### src/rtl/coso_tune_pkg.sv
// rtl/coso_tune_pkg.sv - shared types and width helpers for the COSO tuning controller
package coso_tune_pkg;

  typedef enum logic [2:0] {
    ST_IDLE,
    ST_SETTLE,
    ST_DISCARD,
    ST_MEASURE,
    ST_EVAL,
    ST_NEXT,
    ST_LOCKED,
    ST_FAIL
  } state_e;

  function automatic int sum_width(input int n_log2);
    return 8 + n_log2;
  endfunction

  function automatic int tmo_width(input int timeout);
    return $clog2(timeout + 1);
  endfunction

endpackage

### src/rtl/coso_meas_stats.sv
// rtl/coso_meas_stats.sv - running sum, minimum and maximum of one block of run lengths
module coso_meas_stats
  import coso_tune_pkg::*;
#(
  parameter int N_LOG2 = 3,
  localparam int SUM_W = sum_width(N_LOG2)
) (
  input  logic             clk_ff,
  input  logic             rst,
  input  logic             clr,
  input  logic             acc,
  input  logic [7:0]       data,
  output logic [SUM_W-1:0] sum,
  output logic [7:0]       min_val,
  output logic [7:0]       max_val
);

  logic [SUM_W-1:0] sum_q, sum_d;
  logic [7:0]       min_q, min_d;
  logic [7:0]       max_q, max_d;

  always_ff @(posedge clk_ff) begin
    if (rst) begin
      sum_q <= '0;
      min_q <= '0;
      max_q <= '0;
    end else begin
      sum_q <= sum_d;
      min_q <= min_d;
      max_q <= max_d;
    end
  end

  // Clear seeds min high so the first accumulated sample sets both extremes.
  always_comb begin
    sum_d = sum_q;
    min_d = min_q;
    max_d = max_q;
    if (clr) begin
      sum_d = '0;
      min_d = 8'hff;
      max_d = 8'h00;
    end else if (acc) begin
      sum_d = sum_q + SUM_W'(data);
      if (data < min_q) min_d = data;
      if (data > max_q) max_d = data;
    end
  end

  assign sum     = sum_q;
  assign min_val = min_q;
  assign max_val = max_q;

endmodule

### src/rtl/coso_tune_ctrl.sv
// rtl/coso_tune_ctrl.sv - searches the ring configuration for a stable run length, then monitors drift
module coso_tune_ctrl
  import coso_tune_pkg::*;
#(
  parameter int CFG_W         = 4,
  parameter int N_LOG2        = 3,
  parameter int SETTLE_CYCLES = 64,
  parameter int TIMEOUT       = 4096,
  parameter int LO            = 8,
  parameter int HI            = 64,
  parameter int MAX_SPREAD    = 16,
  parameter int ALARM_LIMIT   = 4
) (
  input  logic             CLK_FF,
  input  logic             RST,
  input  logic             START,
  input  logic             MEAS_VALID,
  input  logic [7:0]       MEAS,
  output logic [CFG_W-1:0] CFG,
  output logic             RING_EN,
  output logic             BUSY,
  output logic             LOCKED,
  output logic             FAIL,
  output logic             ALARM,
  output logic [7:0]       AVG
);

  localparam int SUM_W = sum_width(N_LOG2);
  localparam int TMO_W = tmo_width(TIMEOUT);
  localparam int SET_W = $clog2(SETTLE_CYCLES + 1);
  localparam int CNT_W = (TMO_W > SET_W) ? TMO_W : SET_W;
  localparam int BAD_W = $clog2(ALARM_LIMIT + 1);

  localparam logic [CNT_W-1:0]  SETTLE_END = CNT_W'(SETTLE_CYCLES - 1);
  localparam logic [CNT_W-1:0]  TMO_END    = CNT_W'(TIMEOUT - 1);
  localparam logic [BAD_W-1:0]  BAD_LAST   = BAD_W'(ALARM_LIMIT - 1);
  localparam logic [N_LOG2-1:0] N_LAST     = '1;
  localparam logic [CFG_W-1:0]  CFG_LAST   = '1;
  localparam logic [7:0]        LO_V       = 8'(LO);
  localparam logic [7:0]        HI_V       = 8'(HI);
  localparam logic [7:0]        SPREAD_V   = 8'(MAX_SPREAD);

  state_e            state_q, state_d;
  logic [CFG_W-1:0]  cfg_q, cfg_d;
  logic [CNT_W-1:0]  cnt_q, cnt_d;
  logic [N_LOG2-1:0] n_q, n_d;
  logic [BAD_W-1:0]  bad_q, bad_d;
  logic              alarm_q, alarm_d;
  logic [7:0]        avg_q, avg_d;

  logic              stat_clr, stat_acc;
  logic [SUM_W-1:0]  stat_sum;
  logic [7:0]        stat_min, stat_max;
  logic [7:0]        blk_avg, blk_spread;
  logic              blk_accept, meas_out;

  coso_meas_stats #(.N_LOG2(N_LOG2)) u_stats (
    .clk_ff  (CLK_FF),
    .rst     (RST),
    .clr     (stat_clr),
    .acc     (stat_acc),
    .data    (MEAS),
    .sum     (stat_sum),
    .min_val (stat_min),
    .max_val (stat_max)
  );

  always_comb begin
    blk_avg    = 8'(stat_sum >> N_LOG2);
    blk_spread = stat_max - stat_min;
    blk_accept = (blk_avg >= LO_V) && (blk_avg <= HI_V) && (blk_spread <= SPREAD_V);
    meas_out   = (MEAS < LO_V) || (MEAS > HI_V);
  end

  always_ff @(posedge CLK_FF) begin
    if (RST) begin
      state_q <= ST_IDLE;
      cfg_q   <= '0;
      cnt_q   <= '0;
      n_q     <= '0;
      bad_q   <= '0;
      alarm_q <= 1'b0;
      avg_q   <= '0;
    end else begin
      state_q <= state_d;
      cfg_q   <= cfg_d;
      cnt_q   <= cnt_d;
      n_q     <= n_d;
      bad_q   <= bad_d;
      alarm_q <= alarm_d;
      avg_q   <= avg_d;
    end
  end

  // cnt_q doubles as the settle timer and the strobe-gap watchdog.
  always_comb begin
    state_d  = state_q;
    cfg_d    = cfg_q;
    cnt_d    = cnt_q;
    n_d      = n_q;
    bad_d    = bad_q;
    alarm_d  = alarm_q;
    avg_d    = avg_q;
    stat_clr = 1'b0;
    stat_acc = 1'b0;
    case (state_q)
      ST_IDLE, ST_FAIL: begin
        if (START) begin
          state_d = ST_SETTLE;
          cfg_d   = '0;
          cnt_d   = '0;
          alarm_d = 1'b0;
        end
      end
      ST_SETTLE: begin
        if (cnt_q == SETTLE_END) begin
          state_d = ST_DISCARD;
          cnt_d   = '0;
        end else begin
          cnt_d = cnt_q + CNT_W'(1);
        end
      end
      ST_DISCARD: begin
        if (MEAS_VALID) begin
          state_d  = ST_MEASURE;
          cnt_d    = '0;
          n_d      = '0;
          stat_clr = 1'b1;
        end else if (cnt_q == TMO_END) begin
          state_d = ST_NEXT;
        end else begin
          cnt_d = cnt_q + CNT_W'(1);
        end
      end
      ST_MEASURE: begin
        if (MEAS_VALID) begin
          stat_acc = 1'b1;
          cnt_d    = '0;
          n_d      = n_q + N_LOG2'(1);
          if (n_q == N_LAST) state_d = ST_EVAL;
        end else if (cnt_q == TMO_END) begin
          state_d = ST_NEXT;
        end else begin
          cnt_d = cnt_q + CNT_W'(1);
        end
      end
      ST_EVAL: begin
        if (blk_accept) begin
          avg_d   = blk_avg;
          bad_d   = '0;
          state_d = ST_LOCKED;
        end else begin
          state_d = ST_NEXT;
        end
      end
      ST_NEXT: begin
        if (cfg_q == CFG_LAST) begin
          state_d = ST_FAIL;
        end else begin
          cfg_d   = cfg_q + CFG_W'(1);
          cnt_d   = '0;
          state_d = ST_SETTLE;
        end
      end
      ST_LOCKED: begin
        if (START) begin
          state_d = ST_SETTLE;
          cfg_d   = '0;
          cnt_d   = '0;
          alarm_d = 1'b0;
        end else if (MEAS_VALID) begin
          if (!meas_out) begin
            bad_d = '0;
          end else if (bad_q == BAD_LAST) begin
            alarm_d = 1'b1;
            bad_d   = '0;
            cfg_d   = '0;
            cnt_d   = '0;
            state_d = ST_SETTLE;
          end else begin
            bad_d = bad_q + BAD_W'(1);
          end
        end
      end
      default: state_d = ST_IDLE;
    endcase
  end

  always_comb begin
    BUSY    = state_q inside {ST_SETTLE, ST_DISCARD, ST_MEASURE, ST_EVAL, ST_NEXT};
    LOCKED  = (state_q == ST_LOCKED);
    FAIL    = (state_q == ST_FAIL);
    RING_EN = (state_q != ST_IDLE) && (state_q != ST_FAIL);
  end

  assign CFG   = cfg_q;
  assign ALARM = alarm_q;
  assign AVG   = avg_q;

endmodule

### config.mk
export PLATFORM = sky130hd
export DESIGN_NAME = coso_tune_ctrl
export DESIGN_NICKNAME = d
export VERILOG_FILES = /design/src/rtl/coso_tune_pkg.sv /design/src/rtl/coso_meas_stats.sv /design/src/rtl/coso_tune_ctrl.sv
export SDC_FILE = /design/constraint.sdc
export NUM_CORES = 1
export LEC_CHECK = 0
export BUFFER_PORTS_ARGS = -buffer_cell sky130_fd_sc_hd__buf_2
export CORE_UTILIZATION = 45
export CTS_BUF_LIST = sky130_fd_sc_hd__clkbuf_2 sky130_fd_sc_hd__clkbuf_4 sky130_fd_sc_hd__clkbuf_8
export CTS_CLUSTER_DIAMETER = 80
export DETAILED_ROUTE_END_ITERATION = 16
export GPL_TIMING_DRIVEN = 1
export PLACE_DENSITY_LB_ADDON = 0.15
export SETUP_SLACK_MARGIN = 0.02
export SYNTH_ARGS = -nofsm -noshare
export SYNTH_HDL_FRONTEND = slang
export SYNTH_SLANG_ARGS = --single-unit
### constraint.sdc
create_clock -name CLK_FF -period 4.7 [get_ports CLK_FF]
set_input_delay 0.705 -clock CLK_FF [delete_from_list [all_inputs] [get_ports CLK_FF]]
set_output_delay 0.705 -clock CLK_FF [all_outputs]
set_load 0.02 [all_outputs]
==> metrics.md, run 1 <==
| Metric | Value |
|---|---|
| CTS clk-pin slew, worst paths | 0.07 ns |
| Setup Buffers After CTS | 0 |
| Multi-input combinational cell area | about 2600 sq um |
| Via density per instance | 5.75 |
| Port Buffers | 28 |
| Top post-synthesis cells by area | dfxtp_1, ha_1, a21oi_1 |
| Pin count of the biggest net entering global routing | 36 |
| Status | completed |
| Row cnt | 34 |
| Initial Util | 46.3% |
| Horiz. Die Dim | 96.7 microns |
| Crit-path max FO | 19 |
| Most common cell in the netlist | dfxtp_1 |
| Worst-margin pin slew | between 0.9 and 1 ns |
| Post-synth ARST share | 0% |
| Terminus of the critical flop-to-flop path | u_stats.sum[7]$_SDFFE_PP0P_ |
| Final Max Slew Viols | 0 |
| Post-Syn Nets | 538 |
| TritonRoute pass-1 iters | 4 |
| Hold Path Stages | 2 |
| Peak Freq | 0.361 GHz |
| # DRC | 0 |
| Synth cell count leaders | dfxtp_1, a21oi_1, nand2_1 |
| Cts repair resizes | 0 |
| Worst Hold End | AVG[0]$_SDFFE_PP0P_ |
| N_diodes | 0 |
| Synth-to-layout area growth | 9.05% |
| TritonCTS buffer count | 9 |
| HP Start | AVG[0]$_SDFFE_PP0P_ |
| R2r worst-path depth | 6 |
| Longest Clk Path Bufs | 2 |
| Initial antenna violation count | 0 |
| Layout Utilization | 50.5% |
| Core ar. | 8720 sq um |
| Total number of vias | between 3000 and 4000 |
| CTS tree | done |
| R2R Path Start | state_q[2]$_SDFFE_PP0P_ |
| Max-cap violation count | 0 |
| Clk sink count | 62 |
| Crit path DAT | 3.04 ns |
| EDFF count, synth | 0 |
| TNS Setup | 0 ns |
| Avg Cell Area, Syn | around 8.2 sq um |
| Main flop type after synthesis | dfxtp_1 |
| GRT Overall Usage | 20.9% |
| GRT Residual Overflow | 0 |
| Hold_buf cts | 0 |
| DRT iter0 DRCs | 144 |
| FF+latch count, synth | 62 |
| RePlAce Congestion | 0.855 |
| Layout cells sized above 1 | 13.8% |
| Fin. Hold Viols | 0 |
| Final setup fails | 0 |
| Worst EP required | 4.97 ns |
| RSZ-0062 raised after global routing | no |
| First-pass GRT wire length | 16100 microns |
| Cell taking the most area after synthesis | dfxtp_1 |
| Post-DRT Antenna Nets | 0 |
| Leakage | 1.67 nW |
| Hold WC Path Type | reg2reg |
| Worst rel slew slack | 34.8% |
| Period utilisation layout | between 50% and 60% |
| Period minus WS final | approximately 2.8 ns |
| Synth warn | 0 |
| R2R setup slack | 1.93 ns |
| Wire per inst | 15.4 microns |
| Filler instances | between 800 and 900 |
| Clock skew | 0.0104 ns |
| Clk_lat worst skew | 0.34 ns |
| Die Ht | 96.7 microns |
| Top cell type's share of synthesized area | 30.7% |
| H-Tree Depth | 3 |
| Critical path class | reg2reg |
| Nature of the critical path startpoint | flip-flop |
| WL final | 9540 microns |
| Layout Cells excl Fill | 621 |
| Post-Syn Area | 4040 sq um |
| Register area share after synthesis | 30.7% |
| Maximum vdd drop | roughly 0.00016 V |
| Placed cells | about 600 |
| PD cells | 277 nW/um^2 |
| Post-Syn Instances | 490 |
| CTS root buffer | clkbuf_8 |
| Die ar. | 9360 sq um |
| Register area | about 1200 sq um |
| # nets final | approximately 560 |
| Synth cell types | 74 |
| Critical Path End Type | flip-flop |
| Dpl hpwl | 6880 microns |
| I/O Pins | 29 |
| Vias in the first global route | 3400 |
==> state kept, by name, summed over array words and instances (netlist names) <==
| name | count |
|---|---|
| n_q | 3 |
| u_stats.sum | 11 |
| bad_q | 3 |
| state_q | 3 |
| AVG | 8 |
| u_stats.min_val | 8 |
| cnt_q | 13 |
| CFG | 4 |
| u_stats.max_val | 8 |
| ALARM | 1 |
==> power breakdown <==
group	total, mW	switching [mW]	internal (mW)
combinational	0.228	0.140	0.0876
sequential	0.562	0.0252	0.537
clock	0.430	0.196	0.234
total	1.22	0.361	0.858
==> worst max-delay path: stages (launching register included) <==
cell     delay (ns)
dfxtp_1        0.80
nor2b_2        0.17
nand2_1        0.19
or2_1          0.35
nand2_1        0.48
or4_1          0.64
nand3_1        0.07
==> layer usage <==
layer  up-vias  global-route usage [%]  wire [microns]
met5         -                       0               0
met3        15                    3.32             244
met4         0                    7.92             150
li1       1838                       -               -
met2        48                    33.2            4270
met1      1671                    28.5            4880
==> cell usage in the layout, fill, tap and decap left out, types with 13 or more instances in the layout <==
master,n
a21oi_1,46
o21ai_0,21
ha_1,35
nand2_1,45
inv_1,27
nand3_1,28
buf_2,28
nor2_1,34
nor3_1,13
dfxtp_1,62
==> cells by family (layout without fill, tap and decap cells) <==
kind of cell / after synthesis / count (layout) / synth area share (%)
flip-flops: 62 / 62 / 30.7
AO/OA/AOI/OAI: 141 / 141 / 24.3
XOR/XNOR: 12 / 12 / 2.60
multiplexers: 5 / 5 / 1.52
adder cells (fa/ha/maj): 36 / 36 / 11.3
AND/OR/NAND/NOR: 188 / 188 / 24.9
buffers and inverters: 46 / 69 / 4.68
==> per-stage QoR <==
step	hold WS, ns	cell area [sq um]	power, mW	setup slack (ns)
6_report	0.457	4400	1.22	1.93
5_1_grt	0.470	4400	1.28	1.68
4_1_cts	0.456	4400	1.23	1.93
3_5_place_dp	0.445	4230	0.799	1.78
3_3_place_gp	0.443	4230	0.795	1.85
2_1_floorplan	0.430	4040	0.745	2.15
==> cell type report <==
cell class	count	area share, %
Multi-Input combinational cell	382	59.2
Sequential cell	62	28.2
Clock buffer	13	3.92
Timing Repair Buffer	28	3.18
Tap cell	108	3.07
Inverter	27	2.30
Clock inverter	1	0.114
==> how the worst max path moves through the flow <==
stage	startpoint	to
detailed placement	RST	u_stats.sum[8]$_SDFFE_PP0P_
global placement	RST	u_stats.sum[8]$_SDFFE_PP0P_
finish	state_q[2]$_SDFFE_PP0P_	u_stats.sum[7]$_SDFFE_PP0P_
floorplan	MEAS[0]	u_stats.sum[8]$_SDFFE_PP0P_
global route	state_q[2]$_SDFFE_PP0P_	u_stats.sum[7]$_SDFFE_PP0P_
CTS	state_q[2]$_SDFFE_PP0P_	u_stats.sum[7]$_SDFFE_PP0P_
Note: power is estimated with default switching activity, not from simulation.
==> inputs of run 2 (changes only) <==
- clock period: 4.7 -> 2.45 ns (I/O delays scaled with it)
==> metrics.md, run 2 (synthesized netlist as in run 1, its figures left out) <==
| Metric | Value |
|---|---|
| Max-cap violation count | 0 |
| Setup Buffers After CTS | 0 |
| Top reg by flops | cnt_q |
| Critical Path End Type | flip-flop |
| Core ar. | around 8700 sq um |
| Crit-path max FO | 4 |
| Power, Total | 2.39 mW |
| Leakage | 1.79 nW |
| Final WS setup | 0.122 ns |
| R2r worst-path depth | 8 |
| GRT Residual Overflow | 0 |
| Worst EP required | 2.68 ns |
| GRT Overall Usage | 21.4% |
| Port Buffers | 28 |
| TNS Setup | 0 ns |
| Clk sink count | 62 |
| Die Ht | 96.7 microns |
| RSZ-0062 raised after global routing | yes |
| Nature of the critical path startpoint | flip-flop |
| Cts repair resizes | 0 |
| TritonRoute pass-1 iters | 4 |
| Clk_lat worst skew | 0.34 ns |
| Worst rel slew slack | a little over three fifths |
| Vias in the first global route | between 3000 and 4000 |
| Max reg flops | 13 |
| WL final | 9860 microns |
| Row cnt | 34 |
| Crit path DAT | around 2.6 ns |
| Commonest non-fill, non-tap cells in the layout | dfxtp_1, a21oi_1, nand2_1 |
| N_diodes | 0 |
| Die ar. | 9360 sq um |
| Clock skew | between 0.009 and 0.01 ns |
| Initial Util | 46.3% |
| DRT iter0 DRCs | around 190 |
| CTS tree | done |
| Layout Cells excl Fill | 641 |
| Hold Path Stages | 3 |
| Final setup fails | 0 |
| RePlAce Congestion | between 0.8 and 0.9 |
| Dpl ws | approximately 0.024 ns |
| Wire per inst | 15.4 microns |
| Hold_buf cts | 0 |
| First-pass GRT wire length | 16700 microns |
| Initial antenna violation count | 0 |
| Status | completed |
| Synth-to-layout area growth | 14.2% |
| Period utilisation layout | 95.0% |
| Final Hold Slack | 0.361 ns |
| # nets final | between 500 and 600 |
| Longest Clk Path Bufs | 2 |
| I/O Pins | 29 |
| Most common cell after layout, fill and taps aside | dfxtp_1 |
| Total number of vias | roughly 3700 |
| Fin. Hold Viols | 0 |
| Horiz. Die Dim | about 97 microns |
| PD cells | between 500 and 600 nW/um^2 |
| Final Max Slew Viols | 0 |
| Worst-margin pin slew | 0.561 ns |
| Filler instances | between 800 and 900 |
| TritonCTS buffer count | 9 |
| Peak Freq | 0.430 GHz |
| CTS root buffer | clkbuf_8 |
| Via density per instance | a little under 6 |
| Pin count of the biggest net entering global routing | 35 |
| Maximum vdd drop | about 0.00034 V |
| Hold WC Path Type | in2reg |
| Placed cells | 625 |
| CTS clk-pin slew, worst paths | 0.06 ns |
| Critical path class | reg2reg |
| Layout cells sized above 1 | between 10% and 20% |
| Period minus WS final | 2.33 ns |
| H-Tree Depth | 3 |
| # DRC | 0 |
| Dpl hpwl | 7220 microns |
| Post-DRT Antenna Nets | 0 |
[run 2: cell count changes in the layout (fill, tap and decap cells not counted), sizes merged]
cell    change
clkbuf      +2
buf        +18
[run 2: area by class of cell]
cell class	instances	area, sq um	area share [%]
Clock buffer	14	174	3.77
Clock inverter	1	5.00	0.109
Inverter	27	101	2.20
Multi-Input combinational cell	382	2670	57.8
Sequential cell	62	1240	26.9
Tap cell	108	135	2.93
Timing Repair Buffer	47	287	6.22
[run 2: worst paths after layout]
check                                                      from                              end  slack (ns)
worst max-delay path            u_stats.min_val[1]$_SDFFE_PP0P_            bad_q[0]$_SDFFE_PP0P_        0.12
worst min-delay path                                    MEAS[2]  u_stats.max_val[2]$_SDFFE_PP0P_        0.36
worst max register to register  u_stats.min_val[1]$_SDFFE_PP0P_            bad_q[0]$_SDFFE_PP0P_        0.12
worst min register to register              AVG[5]$_SDFFE_PP0P_              AVG[5]$_SDFFE_PP0P_        0.46
[run 2: report_power, final]
group | leakage [nW] | internal, mW | total (mW) | switching, mW
Combinational | 1.19 | 0.199 | 0.497 | 0.298
Sequential | 0.500 | 1.03 | 1.06 | 0.0307
Clock | 0.0968 | 0.450 | 0.830 | 0.380
[run 2: per-layer routing]
| metal | GRT usage, % | vias to the layer above | routed length [microns] |
|---|---|---|---|
| li1 | - | 1876 | - |
| met1 | 29.3 | 1751 | 4950 |
| met2 | 34.6 | 73 | 4510 |
| met3 | 2.82 | 11 | 268 |
| met4 | 7.35 | 0 | 136 |
| met5 | 0 | - | 0 |
[run 2: critical path: stages (launching register included)]
cell and delay (ns):
dfxtp_1 0.31, inv_1 0.07, ha_2 0.22, nand2b_4 0.15, or4_4 0.50, a311oi_4 0.34, nand4_4 0.20, nand2_1 0.11
mux2_2 0.32
[run 2: per-stage QoR]
stage	util (%)	area (sq um)
2_1_floorplan	-	4040
3_3_place_gp	50.0	4360
3_5_place_dp	50.0	4360
4_1_cts	52.1	4540
5_1_grt	52.9	4610
6_report	52.9	4610
